--- src/rtl/frame_sequencer.sv ---
// frame_sequencer
//   Fetches display frames from an external frame store, one frame per
//   rotation-sync edge, and presents the latest frame to the matrix driver.
//
// Parameters
//   NUM_FRAMES  - number of stored frames (1..256)
//   TIMEOUT     - maximum clocks to wait for rd_valid (1..65535)
//
// Ports
//   clock        - single clock, rising edge
//   reset        - synchronous, active-high reset
//   clock_cycle  - asynchronous rotation-sync input; each rising edge advances one frame
//   rd_addr      - frame address to the frame store
//   rd_req       - level read request to the frame store
//   rd_data      - frame bits from the frame store, valid while rd_valid=1
//   rd_valid     - one-clock acknowledge for rd_data
//   frame        - registered frame bits for the display matrix driver
//   frame_strobe - one-clock pulse in the cycle a new frame first appears
//   overrun      - saturating count of dropped advance events
//   timeout_err  - saturating count of read timeouts
module frame_sequencer #(
  parameter int unsigned NUM_FRAMES = 8,
  parameter int unsigned TIMEOUT    = 1023
) (
  input  logic         clock,
  input  logic         reset,
  input  logic         clock_cycle,
  output logic [7:0]   rd_addr,
  output logic         rd_req,
  input  logic [255:0] rd_data,
  input  logic         rd_valid,
  output logic [255:0] frame,
  output logic         frame_strobe,
  output logic [7:0]   overrun,
  output logic [7:0]   timeout_err
);

  typedef enum logic [1:0] {
    IDLE = 2'd0,
    REQ  = 2'd1,
    WAIT = 2'd2
  } state_t;

  localparam logic [7:0]  LAST_ADDR  = 8'(NUM_FRAMES - 1);
  localparam logic [15:0] WAIT_LIMIT = 16'(TIMEOUT);

  state_t      state;
  logic        cc_meta;
  logic        cc_sync;
  logic [1:0]  cc_hist;
  logic        advance;
  logic        pending;
  logic [15:0] wait_cnt;
  logic [15:0] wait_next;
  logic [7:0]  addr_next;

  // Two-flop synchronizer, then a registered edge detector. The extra
  // history flop places the advance pulse three clocks after the first
  // edge that samples clock_cycle high.
  always_ff @(posedge clock) begin
    if (reset) begin
      cc_meta <= 1'b0;
      cc_sync <= 1'b0;
      cc_hist <= '0;
      advance <= 1'b0;
    end else begin
      cc_meta <= clock_cycle;
      cc_sync <= cc_meta;
      cc_hist <= {cc_hist[0], cc_sync};
      advance <= cc_hist[0] & ~cc_hist[1];
    end
  end

  always_comb begin
    wait_next = wait_cnt + 16'd1;
    addr_next = (rd_addr == LAST_ADDR) ? '0 : rd_addr + 8'd1;
  end

  always_ff @(posedge clock) begin
    if (reset) begin
      state        <= REQ;   // leaving reset performs the boot fetch of frame 0
      rd_addr      <= '0;
      rd_req       <= 1'b0;
      frame        <= '0;
      frame_strobe <= 1'b0;
      overrun      <= '0;
      timeout_err  <= '0;
      pending      <= 1'b0;
      wait_cnt     <= '0;
    end else begin
      frame_strobe <= 1'b0;
      case (state)
        IDLE: begin
          if (advance || pending) begin
            rd_addr <= addr_next;
            rd_req  <= 1'b1;
            state   <= REQ;
            // A fresh advance arriving while a pending one is serviced is kept.
            pending <= pending & advance;
          end
        end
        REQ, WAIT: begin
          if (advance) begin
            if (!pending) begin
              pending <= 1'b1;
            end else if (overrun != '1) begin
              overrun <= overrun + 8'd1;
            end
          end
          if (state == REQ) begin
            rd_req   <= 1'b1;
            wait_cnt <= '0;
            state    <= WAIT;
          end else if (rd_valid) begin
            // Acknowledge wins over a coincident timeout.
            frame        <= rd_data;
            frame_strobe <= 1'b1;
            rd_req       <= 1'b0;
            state        <= IDLE;
          end else if (wait_next == WAIT_LIMIT) begin
            rd_req <= 1'b0;
            state  <= IDLE;
            if (timeout_err != '1) begin
              timeout_err <= timeout_err + 8'd1;
            end
          end else begin
            wait_cnt <= wait_next;
          end
        end
        default: begin
          rd_req <= 1'b0;
          state  <= IDLE;
        end
      endcase
    end
  end

endmodule

--- config.mk ---
export PLATFORM = sky130hd
export DESIGN_NAME = frame_sequencer
export DESIGN_NICKNAME = d
export VERILOG_FILES = /design/src/rtl/frame_sequencer.sv
export SDC_FILE = /design/constraint.sdc
export NUM_CORES = 1
export LEC_CHECK = 0
export CORE_AREA = 2 2 212 214
export DETAILED_ROUTE_END_ITERATION = 7
export DIE_AREA = 0 0 214 216
export PLACE_DENSITY_LB_ADDON = 0.12
export SYNTH_ARGS = -nofsm -noshare
export SYNTH_HDL_FRONTEND = slang
export SYNTH_SLANG_ARGS = --single-unit
--- constraint.sdc ---
create_clock -name clock -period 2.8 [get_ports clock]
set_clock_uncertainty 0.2 [all_clocks]
set_input_delay 0.84 -clock clock [delete_from_list [all_inputs] [get_ports clock]]
set_output_delay 0.84 -clock clock [all_outputs]
set_load 0.01 [all_outputs]
==> results by group <==
CTS
  – Worst-Skew Late Latency: 0.53 ns
  – H-tree depth: 2
  – CTS tree: built
  – CTS Root Cell: clkbuf_16
  – CTS Hold Bufs: 0
  – CTS max path bufs: 3
  – CTS buffer count: 38
  – # clock sinks: ~310
  – Clock-pin slew on the worst setup and hold paths: 0.06 ns

Routing
  – 1st-iter DRT viols: approximately 600
  – Post-Route WL: 43560 um
  – Wire per inst: between 15 and 20 um
  – First-pass iteration count of the detailed router: 5
  – Via count: 11496
  – Drc violations: 0
  – Number of nets with antenna violations after routing: 0
  – Vias per cell: around 4.5

Die
  – Height of the chip: roughly 220 um
  – # IOs: 542
  – CORE AREA: 0.04384 sq mm
  – Die Area: 0.04622 sq mm
  – Initial Utilization: about 26%
  – Die X: 214 um
  – Row cnt: 77

Power
  – NetSw: 5.219 mW
  – Pint: ~11 mW
  – Lkg Pwr: approximately 6.9 nW
  – VDD IR max: 0.5219 mV
  – Power per cell area: 848.9 mW/mm^2
  – Sw Ratio: 32.03%
  – Clock share of power: 30.5%
  – Comb power frac: around 35%
  – Sequential Power Share: about 34%

Timing
  – Fin crit period: 2.786 ns
  – Fin crit share: 99.49%
  – Slew Limit Fails: 0
  – RSZ-0062 raised after global routing: yes
  – Setup tns final: 0 ns
  – Setup violators final: 0
  – Final hold viol count: 0
  – Slack of the critical path: 0.01419 ns
  – F_max: around 0.36 GHz
  – Worst slew margin relative to its limit: 46.32%
  – Tightest Pin Transition: 0.8051 ns

Worst setup path
  – CP Data Arrival Time: 3.01 ns
  – Worst Path Max Fanout: 6
  – Crit Path Class: reg2reg
  – CP endpoint kind: flop
  – CP startpoint kind: flop
  – CP required: 3.02 ns

Synth
  – Mapped Nets: 1678
  – Synthesized instance count: 1411
  – Seq/Total Area, Yosys: a little over half
  – Top cells by area, synth: dfxtp_1 55%, nand2_1 18%, a21oi_1 12%
  – Post-synthesis cell type count: 57
  – Asr flop ratio synth: 0%
  – Yosys reg bits: 306
  – Commonest cells post-synth: 542 x nand2_1, 306 x dfxtp_1, 274 x a21oi_1, 90 x clkbuf_1, 36 x nor2_1
  – Ys Warns: 0
  – Most used DFF post-synth: dfxtp_1
  – Post-synth top area cell: dfxtp_1
  – Post-synth EDFFs: 0
  – Synth top area share: 54.51%
  – Syn avg cell area: 7.965 sq um
  – Mapped cell area: 0.01124 sq mm
  – Most frequent cell after synthesis: nand2_1

Layout
  – Fillers: between 4000 and 5000
  – Final net count: 2228
  – Multi-input logic area: 0.004808 sq mm
  – Register area: between 0.006 and 0.007 sq mm
  – Area Overhead vs Synth: 70.79%
  – Final cell count without fillers: 2579
  – Share of cells above drive strength 1: 8.270%

Global routing
  – Antenna violations before repair: 5
  – First-pass GRT wire length: 65770 um
  – Global Route Usage Sum: 18.03%
  – Grt ovf: 0
  – Largest net degree at the start of global routing: 160
  – Vias in the first global route: 11297

Run status
  – Run status: complete, no violations

Place
  – Dpl hpwl: 31690 um
  – Final Wtd Congestion: between 0.8 and 0.9
  – DP Cell Count: 2505
  – IO buf count: approximately 540
  – Post-place setup slack: -0.03128 ns

Job
  – Max cap viols: 0

Hold path
  – Hold Crit Class: reg2reg
per-stage QoR:
step	hold slack, ns	total power [mW]	cell area (sq um)	util (%)
2_1_floorplan	0.1674	8.038	11260	-
3_3_place_gp	0.1751	11.42	17780	40.55
3_5_place_dp	0.1769	11.46	17780	40.55
4_1_cts	0.1849	16.55	19040	43.45
5_1_grt	0.1967	17.25	19190	43.78
6_report	0.1817	16.29	19190	43.78
cell families after synthesis:
group / Yosys count / share of synthesized area (%)
AOI/OAI and AO/OA: 314 / 15.04
muxes: 7 / 0.6569
adders and majority gates: 7 / 0.7793
xor gates and xnor gates: 15 / 1.169
DFF: 306 / 54.51
buffers and inverters: 106 / 3.685
and+or+nand+nor: 656 / 24.16
final cells by class:
class / count / area share, %
Tap cell: 592 / 3.859
Clock inverter: 9 / 0.6780
Inverter: 6 / 0.1173
Clock buffer: 53 / 5.893
Timing Repair Buffer: 609 / 32.35
Sequential cell: 306 / 31.99
Antenna cell: 4 / 0.05215
Multi-Input combinational cell: 1000 / 25.05
worst max-delay path, cell delays in order, from the launching register on:
cell and delay (ns):
dfxtp_4 0.37, ha_4 0.16, nand3_4 0.07, or4b_4 0.53, xnor2_4 0.16, or4_4 0.60, nor4_4 0.25, mux2_4 0.32
worst paths after layout:
kind,startpoint,to,cells after the start,slack [ns]
hold reg to reg,cc_hist[1],advance,1,0.18
hold / removal,cc_hist[1],advance,1,0.18
setup / recovery,wait_cnt[1],timeout_err[5],7,0.01
setup reg to reg,wait_cnt[1],timeout_err[5],7,0.01
power by group through the flow:
stage          clock (mW)  sequential [mW]  combinational, mW
3_5_place_dp            0             5.64               5.83
5_1_grt              5.32             5.65               6.28
4_1_cts              5.14             5.56               5.85
6_report             4.97             5.56               5.77
2_1_floorplan           0             5.96               2.07
3_3_place_gp            0             5.60               5.82
cells in the final DEF (no fill, tap or decap), types with 5 or more instances in the layout:
| cell type | Yosys | routed |
|---|---|---|
| a21oi_1 | 274 | 271 |
| or4_4 | 2 | 5 |
| nand3_1 | 11 | 11 |
| dfxtp_2 | 0 | 6 |
| nor2_1 | 36 | 35 |
| o21ai_0 | 7 | 7 |
| buf_4 | 1 | 45 |
| buf_12 | 0 | 22 |
| xor2_1 | 11 | 11 |
| or3_1 | 7 | 7 |
| nand2_1 | 542 | 542 |
| dfxtp_1 | 306 | 298 |
| clkbuf_8 | 0 | 6 |
| nand4_1 | 7 | 7 |
| ha_1 | 7 | 6 |
| clkbuf_16 | 0 | 41 |
| clkdlybuf4s50_1 | 0 | 540 |
| inv_1 | 6 | 6 |
| nor3_1 | 11 | 11 |
| nor2b_1 | 10 | 10 |
| clkbuf_1 | 90 | 6 |
state kept, by name (all words and copies together) (netlist names):
| register | cells |
|---|---|
| overrun | 8 |
| rd_req | 1 |
| timeout_err | 8 |
| cc_meta | 1 |
| advance | 1 |
| cc_sync | 1 |
| state | 2 |
| frame_strobe | 1 |
| wait_cnt | 16 |
| cc_hist | 2 |
| pending | 1 |
| rd_addr | 8 |
| frame | 256 |
per-layer routing:
layer / part of all wire (%) / vias up / GRT usage, %
met5: 0.018 / - / 0
met4: 2.6 / 2 / 6.923
met3: 9.0 / 66 / 6.751
met2: 47 / 413 / 30.15
met1: 41 / 5271 / 20.91
li1: - / 5744 / -
what timing repair did:
action | 4_1_cts | 5_1_grt
endpoints found under the setup margin | 1 | 22
cloned | 0 | 1
pin swaps | 0 | 11
endpoints found under the hold margin | 0 | 0
setup buffers | 0 | 7
gates resized for setup | 2 | 22
Note: power is estimated with default switching activity, not from simulation.
